File: config.mk
export PLATFORM = sky130hd
export DESIGN_NAME = mips_instr_encoder
export DESIGN_NICKNAME = d
export VERILOG_FILES = /design/src/rtl/mips_instr_encoder_pkg.sv /design/src/rtl/mips_instr_encoder_field_pack.sv /design/src/rtl/mips_instr_encoder.sv
export SDC_FILE = /design/constraint.sdc
export NUM_CORES = 1
export LEC_CHECK = 0
export CORE_MARGIN = 5
export CORE_UTILIZATION = 50
export DETAILED_ROUTE_END_ITERATION = 10
export DONT_BUFFER_PORTS = 1
export PLACE_DENSITY = 0.67
export REMOVE_ABC_BUFFERS = 1
export SYNTH_ARGS = -nofsm -noshare
export SYNTH_HDL_FRONTEND = slang
export SYNTH_SLANG_ARGS = --single-unit
File: constraint.sdc
create_clock -name clk -period 9.82 [get_ports clk]
set_input_delay 1.473 -clock clk [delete_from_list [all_inputs] [get_ports clk]]
set_output_delay 1.473 -clock clk [all_outputs]
set_load 0.02 [all_outputs]
File: src/rtl/mips_instr_encoder_pkg.sv
// Shared MIPS encoding constants: request kinds, opcodes, functs, error codes.
// The pipeline's type decoder imports the same package so the two cannot drift.
package mips_enc_pkg;

  localparam logic [3:0] KIND_NOP  = 4'd0;
  localparam logic [3:0] KIND_LW   = 4'd1;
  localparam logic [3:0] KIND_SW   = 4'd2;
  localparam logic [3:0] KIND_ADDU = 4'd3;
  localparam logic [3:0] KIND_SUBU = 4'd4;
  localparam logic [3:0] KIND_ORI  = 4'd5;
  localparam logic [3:0] KIND_LUI  = 4'd6;
  localparam logic [3:0] KIND_BEQ  = 4'd7;
  localparam logic [3:0] KIND_J    = 4'd8;
  localparam logic [3:0] KIND_JAL  = 4'd9;
  localparam logic [3:0] KIND_JR   = 4'd10;
  localparam logic [3:0] KIND_LI   = 4'd11;
  localparam logic [3:0] KIND_MOVE = 4'd12;
  localparam logic [3:0] KIND_MULT = 4'd13;
  localparam logic [3:0] KIND_MFLO = 4'd14;
  localparam logic [3:0] KIND_BAD  = 4'd15;

  localparam logic [5:0] OP_RTYPE = 6'b000000;
  localparam logic [5:0] OP_LW    = 6'b100011;
  localparam logic [5:0] OP_SW    = 6'b101011;
  localparam logic [5:0] OP_ORI   = 6'b001101;
  localparam logic [5:0] OP_LUI   = 6'b001111;
  localparam logic [5:0] OP_BEQ   = 6'b000100;
  localparam logic [5:0] OP_J     = 6'b000010;
  localparam logic [5:0] OP_JAL   = 6'b000011;

  localparam logic [5:0] FN_ADDU = 6'b100001;
  localparam logic [5:0] FN_SUBU = 6'b100011;
  localparam logic [5:0] FN_JR   = 6'b001000;
  localparam logic [5:0] FN_MULT = 6'b011000;
  localparam logic [5:0] FN_MFLO = 6'b010010;

  localparam logic [1:0] ERR_NONE   = 2'd0;
  localparam logic [1:0] ERR_KIND   = 2'd1;
  localparam logic [1:0] ERR_BRANCH = 2'd2;
  localparam logic [1:0] ERR_JUMP   = 2'd3;

  typedef enum logic [1:0] {FMT_R, FMT_I, FMT_J} fmt_e;

  typedef enum logic [1:0] {ST_IDLE, ST_EMIT, ST_EMIT2} state_e;

  typedef struct packed {
    fmt_e        fmt;
    logic [5:0]  op;
    logic [4:0]  rs;
    logic [4:0]  rt;
    logic [4:0]  rd;
    logic [5:0]  funct;
    logic [15:0] imm16;
    logic [25:0] target26;
  } fields_t;

endpackage

File: src/rtl/mips_instr_encoder_field_pack.sv
// Combinational R/I/J word packer; shamt is always zero.
module instr_field_pack
  import mips_enc_pkg::*;
(
  input  fields_t     fields,
  output logic [31:0] word
);

  always_comb begin
    word = 32'd0;
    case (fields.fmt)
      FMT_R:   word = {OP_RTYPE, fields.rs, fields.rt, fields.rd, 5'd0, fields.funct};
      FMT_I:   word = {fields.op, fields.rs, fields.rt, fields.imm16};
      FMT_J:   word = {fields.op, fields.target26};
      default: word = 32'd0;
    endcase
  end

endmodule

File: src/rtl/mips_instr_encoder.sv
// Streaming MIPS encoder: one request in, one or two words out with byte addresses.
// Words are registered (accept at N, valid at N+1); in_ready drops while an LI pair is in flight.
module mips_instr_encoder
  import mips_enc_pkg::*;
#(
  parameter logic [31:0] BASE_ADDR = 32'h0000_3000
) (
  input  logic        clk,
  input  logic        reset,
  input  logic        org_load,
  input  logic [31:0] org_addr,
  input  logic        in_valid,
  output logic        in_ready,
  input  logic [3:0]  in_kind,
  input  logic [4:0]  in_rs,
  input  logic [4:0]  in_rt,
  input  logic [4:0]  in_rd,
  input  logic [31:0] in_imm,
  output logic        out_valid,
  input  logic        out_ready,
  output logic [31:0] out_word,
  output logic [31:0] out_addr,
  output logic        err,
  output logic [1:0]  err_code
);

  state_e      state, state_nx;
  logic [31:0] addr_cnt;
  logic [31:0] pend_word;
  logic [31:0] cur_addr;
  logic [31:0] next_pc;
  logic [31:0] br_diff;
  logic [31:0] word1;
  logic [31:0] word2;
  logic        org_ok;
  logic        accept;
  logic        out_fire;
  logic        two_words;
  logic [1:0]  err_nx;
  fields_t     f1;
  fields_t     f2;

  assign out_fire = out_valid && out_ready;
  assign in_ready = !reset && (state == ST_IDLE) && (!out_valid || out_ready);
  assign accept   = in_valid && in_ready;
  // A retarget only lands when nothing is queued, so no emitted word ever changes address.
  assign org_ok   = org_load && (state == ST_IDLE) && !out_valid;
  assign cur_addr = org_ok ? (org_addr & 32'hFFFF_FFFC) : addr_cnt;
  assign next_pc  = cur_addr + 32'd4;
  assign br_diff  = in_imm - next_pc;

  always_comb begin
    f1        = '0;
    f1.fmt    = FMT_R;
    f2        = '0;
    f2.fmt    = FMT_I;
    f2.op     = OP_ORI;
    f2.rs     = in_rt;
    f2.rt     = in_rt;
    f2.imm16  = in_imm[15:0];
    two_words = 1'b0;
    err_nx    = ERR_NONE;
    case (in_kind)
      KIND_NOP: ;
      KIND_LW, KIND_SW, KIND_ORI: begin
        f1.fmt   = FMT_I;
        f1.op    = (in_kind == KIND_LW) ? OP_LW : (in_kind == KIND_SW) ? OP_SW : OP_ORI;
        f1.rs    = in_rs;
        f1.rt    = in_rt;
        f1.imm16 = in_imm[15:0];
      end
      KIND_LUI: begin
        f1.fmt   = FMT_I;
        f1.op    = OP_LUI;
        f1.rt    = in_rt;
        f1.imm16 = in_imm[15:0];
      end
      KIND_ADDU, KIND_SUBU: begin
        f1.rs    = in_rs;
        f1.rt    = in_rt;
        f1.rd    = in_rd;
        f1.funct = (in_kind == KIND_ADDU) ? FN_ADDU : FN_SUBU;
      end
      KIND_MOVE: begin
        f1.rs    = in_rs;
        f1.rd    = in_rd;
        f1.funct = FN_ADDU;
      end
      KIND_BEQ: begin
        f1.fmt   = FMT_I;
        f1.op    = OP_BEQ;
        f1.rs    = in_rs;
        f1.rt    = in_rt;
        f1.imm16 = br_diff[17:2];
        // Word offset fits 16 signed bits iff diff[31:17] is a pure sign extension.
        if ((br_diff[1:0] != 2'b00) || !((&br_diff[31:17]) || !(|br_diff[31:17])))
          err_nx = ERR_BRANCH;
      end
      KIND_J, KIND_JAL: begin
        f1.fmt      = FMT_J;
        f1.op       = (in_kind == KIND_J) ? OP_J : OP_JAL;
        f1.target26 = in_imm[27:2];
        if ((in_imm[1:0] != 2'b00) || (in_imm[31:28] != next_pc[31:28]))
          err_nx = ERR_JUMP;
      end
      KIND_JR: begin
        f1.rs    = in_rs;
        f1.funct = FN_JR;
      end
      KIND_MULT: begin
        f1.rs    = in_rs;
        f1.rt    = in_rt;
        f1.funct = FN_MULT;
      end
      KIND_MFLO: begin
        f1.rd    = in_rd;
        f1.funct = FN_MFLO;
      end
      KIND_LI: begin
        f1.fmt = FMT_I;
        f1.rt  = in_rt;
        if (in_imm[31:16] == 16'd0) begin
          f1.op    = OP_ORI;
          f1.imm16 = in_imm[15:0];
        end else begin
          f1.op     = OP_LUI;
          f1.imm16  = in_imm[31:16];
          two_words = (in_imm[15:0] != 16'd0);
        end
      end
      default: err_nx = ERR_KIND;
    endcase
  end

  instr_field_pack u_pack_first (
    .fields (f1),
    .word   (word1)
  );

  instr_field_pack u_pack_second (
    .fields (f2),
    .word   (word2)
  );

  always_ff @(posedge clk) begin
    if (reset) state <= ST_IDLE;
    else       state <= state_nx;
  end

  always_comb begin
    state_nx = state;
    case (state)
      ST_IDLE:  if (accept && (err_nx == ERR_NONE) && two_words) state_nx = ST_EMIT;
      ST_EMIT:  if (out_fire) state_nx = ST_EMIT2;
      ST_EMIT2: if (out_fire) state_nx = ST_IDLE;
      default:  state_nx = ST_IDLE;
    endcase
  end

  // addr_cnt is the address the next accepted word will occupy.
  always_ff @(posedge clk) begin
    if (reset) begin
      out_valid <= 1'b0;
      out_word  <= 32'd0;
      out_addr  <= BASE_ADDR;
      addr_cnt  <= BASE_ADDR;
      pend_word <= 32'd0;
      err       <= 1'b0;
      err_code  <= ERR_NONE;
    end else begin
      err <= 1'b0;
      if (org_ok)   addr_cnt  <= cur_addr;
      if (out_fire) out_valid <= 1'b0;
      case (state)
        ST_IDLE: begin
          if (accept) begin
            if (err_nx != ERR_NONE) begin
              err      <= 1'b1;
              err_code <= err_nx;
            end else begin
              out_valid <= 1'b1;
              out_word  <= word1;
              out_addr  <= cur_addr;
              pend_word <= word2;
              addr_cnt  <= two_words ? (cur_addr + 32'd8) : next_pc;
            end
          end
        end
        ST_EMIT: begin
          if (out_fire) begin
            out_valid <= 1'b1;
            out_word  <= pend_word;
            out_addr  <= out_addr + 32'd4;
          end
        end
        default: ;
      endcase
    end
  end

endmodule

* After elaboration in Yosys (flattened, before gate mapping)
Index checks and enable logic that the tools add are counted.
Storage, ports and cells: register bits after elaboration 129, logic and storage cells 123
Cells by class: add/sub/neg operators 4, equality and inequality tests 24, multiplexer cells 43, bitwise operators 3, reduce and logical (&&, ||, !) cells 41
Operators by type and width (count):
- $mux W32 | 12
- $pmux W32 S2 | 2
- $pmux W32 S3 | 1
- $add A32 B3 Y32 const B | 2
- $pmux W16 S3 | 1
- $pmux W8 S5 | 1
- $add A32 B4 Y32 const B | 1
- $sub A32 B32 Y32 | 1
- $pmux W6 S5 | 1
- $eq A4 B4 Y1 const B | 7
- $mux W26 | 1
- $reduce_or A9 Y1 | 2
- $eq A4 B3 Y1 const B | 4
- $logic_not A16 Y1 | 1
- $mux W16 | 1
- $reduce_bool A16 Y1 | 1
- $mux W5 | 3
- $reduce_and A15 Y1 | 1
- $reduce_or A15 Y1 | 1
- $mux W2 | 7
- $mux W6 | 2
- $pmux W2 S3 | 2
- $reduce_or A12 Y1 | 1
- $reduce_and A3 Y1 | 3
- 20 further kinds | 56

* Longest topological paths before layout
Gate-level depths: netlist of the first run.
depth after elaboration 18, depth in mapped cells 36, depth with buffers taken out 27

* Cells and area by module
Synthesis of the first run repeated with hierarchy kept, for this count alone.
Second synthesis, totals: cell total of the unflattened synthesis 1527, area total of the unflattened synthesis 11703.7 um2
By module, submodules not included:
- mips_instr_encoder | times used 1, cells an instance 1421, area each 10810.4 um2, sequential area each 2682.6 um2
- instr_field_pack | times used 2, cells an instance 53, area each 446.7 um2, sequential area each 0.0 um2

* Worst setup path after synthesis of the first run
OpenSTA, ideal clock, no wires.
kind input-to-reg, start in org_load, end reg addr_cnt[5], library setup time 0.121 ns, arrival 8.617 ns, data required time 9.699 ns, path slack 1.082 ns, stages 34, path through nor4b_2 buf_4 buf_4 buf_2 buf_2 buf_1 buf_1 mux2i_1 inv_1 ha_1 o21ai_0 o21bai_1 nor4_1 nand2_1 or4_1 nor2_1 xor2_1 ha_1 buf_2 nor2b_1 o21a_1 o21a_1 o21ai_0 nand2_1 a221o_1 a41o_1 xor2_1 nand4_1 or4_4 a31oi_4 and2_1 buf_2 and3_1 mux2_2
Between the ends: longest elaborated chain between the ends 16, elaborated cells between the ends (all ways) 24, classes of those cells add/sub (3); eq/ne (1); mux (9); reduce/logical (11)
RTL lines:
- start: declaration | RTL line mips_instr_encoder.sv:10 | input logic org_load,
- $logic_and A1 B1 Y1 (*) (2 in a row) | RTL line mips_instr_encoder.sv:47 | assign org_ok = org_load && (state == ST_IDLE) && !out_valid;
- $mux W32 | RTL line mips_instr_encoder.sv:48 | assign cur_addr = org_ok ? (org_addr & 32'hFFFF_FFFC) : addr_cnt;
- $add A32 B3 Y32 | RTL line mips_instr_encoder.sv:49 | assign next_pc = cur_addr + 32'd4;
- $sub A32 B32 Y32 | RTL line mips_instr_encoder.sv:50 | assign br_diff = in_imm - next_pc;
- $reduce_or A15 Y1 | RTL line mips_instr_encoder.sv:96 | if ((br_diff[1:0] != 2'b00) || !((&br_diff[31:17]) || !(|br_diff[31:17])))
- $logic_not A1 Y1 | RTL line mips_instr_encoder.sv:96
- $logic_or A1 B1 Y1 | RTL line mips_instr_encoder.sv:96
- $logic_not A1 Y1 | RTL line mips_instr_encoder.sv:96
- $logic_or A1 B1 Y1 | RTL line mips_instr_encoder.sv:96
- $mux W2 | RTL line mips_instr_encoder.sv:96
- $pmux W2 S3 | RTL line mips_instr_encoder.sv:63 | case (in_kind)
- $reduce_bool A2 Y1 | RTL line mips_instr_encoder.sv:177 | if (err_nx != ERR_NONE) begin
- $mux W32 | RTL line mips_instr_encoder.sv:177
- $mux W32 | RTL line mips_instr_encoder.sv:176 | if (accept) begin
- $mux W32 (*) | RTL line mips_instr_encoder.sv:174 | case (state)
- end signal: assignment | RTL line mips_instr_encoder.sv:172 | if (org_ok) addr_cnt <= cur_addr;
- end signal: assignment | RTL line mips_instr_encoder.sv:185 | addr_cnt <= two_words ? (cur_addr + 32'd8) : next_pc;
- end: declaration | RTL line mips_instr_encoder.sv:28 | logic [31:0] addr_cnt;
Every way passes the cells marked *; elsewhere a longest branch is shown, timed or not. A chain may end at the register's enable or synchronous reset.

* Worst setup path in the final report of the first run
start in org_load, end reg out_word[27]
Between the ends: longest elaborated chain between the ends 15, elaborated cells between the ends (all ways) 20, classes of those cells add/sub (2); eq/ne (2); mux (4); reduce/logical (12)
RTL lines:
- $logic_and A1 B1 Y1 (*) (2 in a row) | RTL line mips_instr_encoder.sv:47
- $mux W32 (*) | RTL line mips_instr_encoder.sv:48
- $add A32 B3 Y32 (*) | RTL line mips_instr_encoder.sv:49
- $sub A32 B32 Y32 | RTL line mips_instr_encoder.sv:50
- $reduce_or A15 Y1 | RTL line mips_instr_encoder.sv:96
- $logic_not A1 Y1 | RTL line mips_instr_encoder.sv:96
- $logic_or A1 B1 Y1 | RTL line mips_instr_encoder.sv:96
- $logic_not A1 Y1 | RTL line mips_instr_encoder.sv:96
- $logic_or A1 B1 Y1 | RTL line mips_instr_encoder.sv:96
- $mux W2 | RTL line mips_instr_encoder.sv:96
- $pmux W2 S3 (*) | RTL line mips_instr_encoder.sv:63
- $reduce_bool A2 Y1 (*) | RTL line mips_instr_encoder.sv:177
- $ne A2 B2 Y1 (no line) (*)
- $reduce_and A4 Y1 (no line) (*)
- end signal: assignment | RTL line mips_instr_encoder.sv:182 | out_word <= word1;
- end signal: assignment | RTL line mips_instr_encoder.sv:192 | out_word <= pend_word;
- end: declaration | RTL line mips_instr_encoder.sv:21 | output logic [31:0] out_word,
Marks and branches as above.

==> impl_metrics.toml, run 1 <==
[setup_path]
slowest_stage = "nor4b_4"
critPathBufInv = 2
slowest_delay_ns = 0.61
crit_fanout = 23
cp.arrival_ns = 8.95
crit_type = "input pin to flop"
cp.required_ns = 10.18
critical-path-top-delay-family = "simple AND/OR/NAND/NOR gates"
crit_path_end_kind = "flop"
startpoint_type = "input pin"

[global_routing]
grt_pass1_wl_um = 56600
grt-ovfl-total = 0
antenna_found_initial = 1
grt_pass1_vias = 9626
gr-usage-all-layers_pct = 30.2
grt_start_max_net_pins = 110

[synth]
mappedNetlistArea_sq_um = 10100
synth_cells = 1376
yosys.area.top_type = "dfxtp_1"
yosys-top-cells-count = "nand2_1, a21oi_1, nor2_1"
synth.most_common_cell = "nand2_1"
synth_xor_area_share_pct = 5.61
synth_area_leaders = "dfxtp_1, nand2_1, a21oi_1, nor2_1, mux2i_1"
synth_seq_cells = 123
async_flop_share_pct = 0
synth_top_area_share_pct = 24.5
synth_top_flop_cell = "dfxtp_1"
synth_edf_count = 0
synth_top_family_by_area = "simple AND/OR/NAND/NOR gates"
synth_simple_gate_area_share_pct = 29.1
ys_warn_count = 0
synthMuxAreaShare_pct = 4.50
ys_seq_area_share_pct = 24.5
synthAdderAreaFrac_pct = 3.62
synth.avg_cell_area_sq_um = 7.31
synth-compound-area-share_pct = 27.3
ys_types = 86

[pwr]
p_per_area_nw_per_um2 = 151
power_frac_comb_pct = 25.5
p_leak_nw = 3.90
pwr-share-seq_pct = 34.6
p_clk_share_pct = 40.0
internal-power_mw = 1.07
vdd_drop_max_mv = 0.122
p_sw_mw = 0.564
switching_share_pct = 34.6

[sta]
final.period_utilization_pct = 87.5
hold_viol = 0
fin_skew_ns = 0.00665
drv_slew = 0
slew_headroom_pct = 16.9
rsz0062_at_grt = "no"
worst_pin_slew_ns = 1.24
setup_viol = 0
max_freq_ghz = 0.116
tns_ns = 0
finalCriticalPeriod_ns = 8.59

[clock_tree]
clock_path_buffers = 2
htreeDepth = 4
cts_sinks = 123
cts_setup_buffers = 0
tritoncts = "done"
cts_buffers = 17
ctsHoldBuffers = 0
clockRootBuffer = "clkbuf_16"
clk_pin_slew_ns = 0.06
clock_latency_ns = 0.43
post_cts_resized = 0

[floorplan]
placementRows = 51
die_x_um = 152
ios = 157
dieArea_sq_um = 23100
core_area_sq_um = 19700
start_util_pct = 51.2
die_h_um = 152

[placement]
io_buffer_count = 0
placed_cell_area_sq_um = 10200
routabilityCongestion = 0.981
dp_hpwl_um = 27100

[detailed_routing]
firstDrtPassIters = 6
drt_wl_total_um = 36600
drt_iter0_markers = 1264
num_vias = 10700
antenna_left = 0
routedWlPerCell_um = 22.8
route.detailed.drc = 0
avgViaCountPerCell = 6.69

[cells_and_area]
areaGrowthSynthToFinish_pct = 7.11
fin_nets = 1435
drive_gt1_share_pct = 8.08
fin_area_sq_um = 10800
fill_cells = 1920
final_core_util_pct = 54.8

[hold_path]
worstHoldPathType = "flop to flop"

[status]
status = "completed"

[job]
maxCapViolCount = 0
cell type report:
class / instances / area [sq um] / share of cell area [%]
timing repair buffer: 23 / 198 / 1.83
sequential: 123 / 2460 / 22.8
tap: 265 / 332 / 3.08
antenna: 1 / 2.50 / 0.0232
multi-input combinational: 1131 / 7090 / 65.8
clock inverter: 14 / 163 / 1.51
inverter: 27 / 101 / 0.940
clock buffer: 18 / 429 / 3.98
final timing paths:
check	slack [ns]	startpoint	endpoint	cells after the start
worst max-delay path	1.23	org_load	out_word[27]$_SDFFE_PP0P_	27
worst min-delay path	0.46	pend_word[15]$_SDFFE_PP0P_	pend_word[15]$_SDFFE_PP0P_	2
worst max register to register	1.76	out_valid$_SDFF_PP0_	out_word[27]$_SDFFE_PP0P_	27
worst min register to register	0.46	pend_word[15]$_SDFFE_PP0P_	pend_word[15]$_SDFFE_PP0P_	2
worst reg2reg max path: stages (launching register included):
cell and delay, ns:
dfxtp_1 0.43, nor4b_4 0.70, mux2i_1 0.34, inv_1 0.16, ha_1 0.26, o21ai_0 0.15, o21bai_1 0.24, nor4_1 0.51
nand2_1 0.15, or4_1 0.58, nor2_1 0.14, xor2_1 0.21, ha_1 0.37, nor2b_1 0.18, o21a_1 0.17, o21a_1 0.16
o21ai_0 0.16, nand2_1 0.07, a221o_1 0.30, a41o_1 0.22, xor2_1 0.17, a2111oi_0 0.45, nand4_1 0.37, a31oi_4 0.38
and2_2 0.40, buf_4 0.36, nand3_1 0.17, a21oi_1 0.19
layer usage:
| layer | vias up | global-route usage [%] | share of wire (%) |
|---|---|---|---|
| met5 | - | 0 | 0 |
| met2 | 553 | 47.1 | 45 |
| li1 | 5064 | - | - |
| met1 | 5012 | 40.3 | 41 |
| met3 | 92 | 8.21 | 11 |
| met4 | 0 | 10.7 | 3.9 |
cell usage in the layout, fill, tap and decap left out, drive strengths merged, types with 17 or more instances in the layout:
master  instances
a21oi         131
mux2i          37
ha             24
a21o           19
and3           20
nand2         180
inv            31
buf            23
nand4          40
xnor2          31
xor2           23
o21ai          67
or3            31
dfxtp         123
a221oi         19
nor4           37
and2           17
nand3          47
nor3           38
nor2          128
clkbuf         18
cells by family (layout without fill, tap and decap cells):
| kind of cell | Yosys count | after routing |
|---|---|---|
| buf+inv | 122 | 82 |
| fa+ha+maj | 30 | 30 |
| other cells | 1 | 2 |
| simple gates | 592 | 592 |
| xor+xnor | 58 | 58 |
| compound gates | 406 | 406 |
| mux | 44 | 44 |
| flops | 123 | 123 |
power by group through the flow:
stage	sequential [mW]	combinational, mW	clock (mW)
after floorplan	0.568	0.301	0
after global placement	0.575	0.403	0
after detailed placement	0.575	0.405	0
after CTS	0.564	0.408	0.657
after global routing	0.568	0.452	0.681
final	0.564	0.416	0.652
registers in the layout (all words and copies together), names as in the netlist:
name	flops
pend_word	22
out_word	31
out_addr	32
out_valid	1
err	1
state	2
err_code	2
addr_cnt	32
per-stage QoR:
stage | setup WS, ns | std cells | hold WS, ns | power, mW
final | 1.23 | 1602 | 0.456 | 1.63
after CTS | 1.40 | 1601 | 0.451 | 1.63
after detailed placement | 0.991 | 1569 | 0.442 | 0.980
after global routing | 0.846 | 1602 | 0.470 | 1.70
after global placement | 0.997 | 1569 | 0.436 | 0.978
after floorplan | -1.86 | 1281 | 0.427 | 0.869
Power figures use the tool's default switching activity.
==> inputs of run 2 (changes only) <==
Settings changed: PLACE_DENSITY 0.67 to unset, PLACE_DENSITY_LB_ADDON set to 0.1, SYNTH_HIERARCHICAL set to 1.
==> impl_metrics.toml, run 2 <==
[status]
status = "completed"

[setup_path]
crit_chain = "nor4b_2 -> buf_4 -> mux2i_1 -> inv_1 -> ha_1 -> inv_1 -> xnor2_1 -> ha_1 -> nor3_1 -> nor2_1 -> a2bb2oi_1 -> maj3_1 -> o2111ai_1 -> nand3_1 -> a32oi_2 -> o21ai_1 -> xnor2_1 -> or4_1 -> and4b_1 -> nor2_1 -> a21oi_4 -> buf_12 -> mux2i_1 -> nor2_1"
critPathBufInv = 4
cp.arrival_ns = 8.45
startpoint_type = "input pin"
cp.required_ns = 10.12
reg2reg_depth = 24
crit_cells = 24
slowest_delay_ns = 0.61
crit_type = "input pin to flop"
crit_path_end_kind = "flop"
critical-path-top-delay-family = "simple AND/OR/NAND/NOR gates"
crit_path_frequent_cell = "nor2_1"
slowest_stage = "or4_1"
crit_fanout = 35

[placement]
dp_slack_ns = 1.41
io_buffer_count = 0
dp_hpwl_um = 29800
dp.cells = 1813
routabilityCongestion = 1.03
placed_cell_area_sq_um = 12000

[sta]
max_freq_ghz = 0.123
setup_ws_ns = 1.67
setup_viol = 0
slew_headroom_pct = 20.6
tns_ns = 0
final.period_utilization_pct = 83.0
drv_slew = 0
fin_skew_ns = 0.0150
whs_ns = 0.474
hold_viol = 0
rsz0062_at_grt = "no"
finalCriticalPeriod_ns = 8.15
worst_pin_slew_ns = 1.18

[synth]
mappedNetlistArea_sq_um = 11700
synth_area_leaders = "dfxtp_1, mux2i_1, nor2_1, nand2_1, a211oi_1"
synth_seq_cells = 134
synth.most_common_cell = "nor2_1"
synth_cells = 1527
async_flop_share_pct = 0
synth.avg_cell_area_sq_um = 7.66
ys_warn_count = 6
synth_top_flop_cell = "dfxtp_1"
yosys.area.top_type = "dfxtp_1"
synth_edf_count = 0
yosys-top-cells-count = "nor2_1, nand2_1, dfxtp_1"
ys_types = 93
synth_top_area_share_pct = 22.9
ys_seq_area_share_pct = 22.9

[detailed_routing]
avgViaCountPerCell = 6.35
drt_iter0_markers = 973
num_vias = 11700
routedWlPerCell_um = 21.6
drt_wl_total_um = 39900
antenna_left = 0
firstDrtPassIters = 6
route.detailed.drc = 0

[global_routing]
grt-ovfl-total = 0
grt_start_max_net_pins = 122
grt_pass1_wl_um = 61700
gr-usage-all-layers_pct = 29.2
antenna_found_initial = 2
grt_pass1_vias = 11000

[cells_and_area]
areaGrowthSynthToFinish_pct = 7.63
drive_gt1_share_pct = 6.36
instances_no_fill = 1848
fin_area_sq_um = 12600
fin_nets = 1626
layout_common_cells = "nor2_1, nand2_1, dfxtp_1, mux2i_1, o21ai_0"
final_core_util_pct = 54.2
fill_cells = 2281
multi_input_area_sq_um = 8600
final_common_cell = "nor2_1"
regArea_sq_um = 2680

[floorplan]
start_util_pct = 50.3
die_h_um = 163
ios = 157
core_area_sq_um = 23300
dieArea_sq_um = 26600
placementRows = 56
die_x_um = 163

[pwr]
vdd_drop_max_mv = 0.0893
p_per_area_nw_per_um2 = 139
total_power_mw = 1.75
p_leak_nw = 4.57

[clock_tree]
clk_pin_slew_ns = 0.07
cts_sinks = 134
ctsHoldBuffers = 0
clock_latency_ns = 0.43
clock_path_buffers = 2
post_cts_resized = 0
cts_setup_buffers = 0
tritoncts = "done"
clockRootBuffer = "clkbuf_16"
htreeDepth = 4
cts_buffers = 17

[hold_path]
hold_depth = 1
worstHoldPathType = "flop to flop"

[job]
maxCapViolCount = 0
## run 2: final timing paths
kind | startpoint | end | slack, ns
worst max register to register | out_valid$_SDFF_PP0_ | pend_word[11]$_SDFFE_PP0P_ | 2.18
worst min register to register | addr_cnt[0]$_SDFF_PP0_ | addr_cnt[0]$_SDFF_PP0_ | 0.47
worst max-delay path | org_load | pend_word[11]$_SDFFE_PP0P_ | 1.67
worst min-delay path | addr_cnt[0]$_SDFF_PP0_ | addr_cnt[0]$_SDFF_PP0_ | 0.47
## run 2: final cells by class
| type | count | share of cell area [%] |
|---|---|---|
| sequential | 134 | 21.3 |
| clock buffer | 19 | 3.60 |
| clock inverter | 13 | 0.884 |
| antenna | 3 | 0.0596 |
| timing repair buffer | 21 | 1.65 |
| inverter | 35 | 1.04 |
| multi-input combinational | 1304 | 68.3 |
| tap | 319 | 3.17 |
## run 2: where the power goes
part	internal [mW]	total [mW]	switching, mW
sequential	0.574	0.620	0.0452
clock	0.345	0.633	0.288
combinational	0.194	0.493	0.299
## run 2: routing by layer
layer	share of wire (%)	GRT usage, %	vias up
li1	-	-	5625
met1	42	38.4	5575
met2	45	46.5	470
met3	8.9	6.99	70
met5	0	0	-
met4	3.4	11.2	0
## run 2: logic make-up after synthesis
group                      synth area share (%)
xor gates and xnor gates                   5.85
muxes                                      10.8
DFF                                        22.9
buffers and inverters                      5.48
AOI/OAI and AO/OA                          25.6
and+or+nand+nor                            25.6
adders and majority gates                  3.59
other                                    0.0642
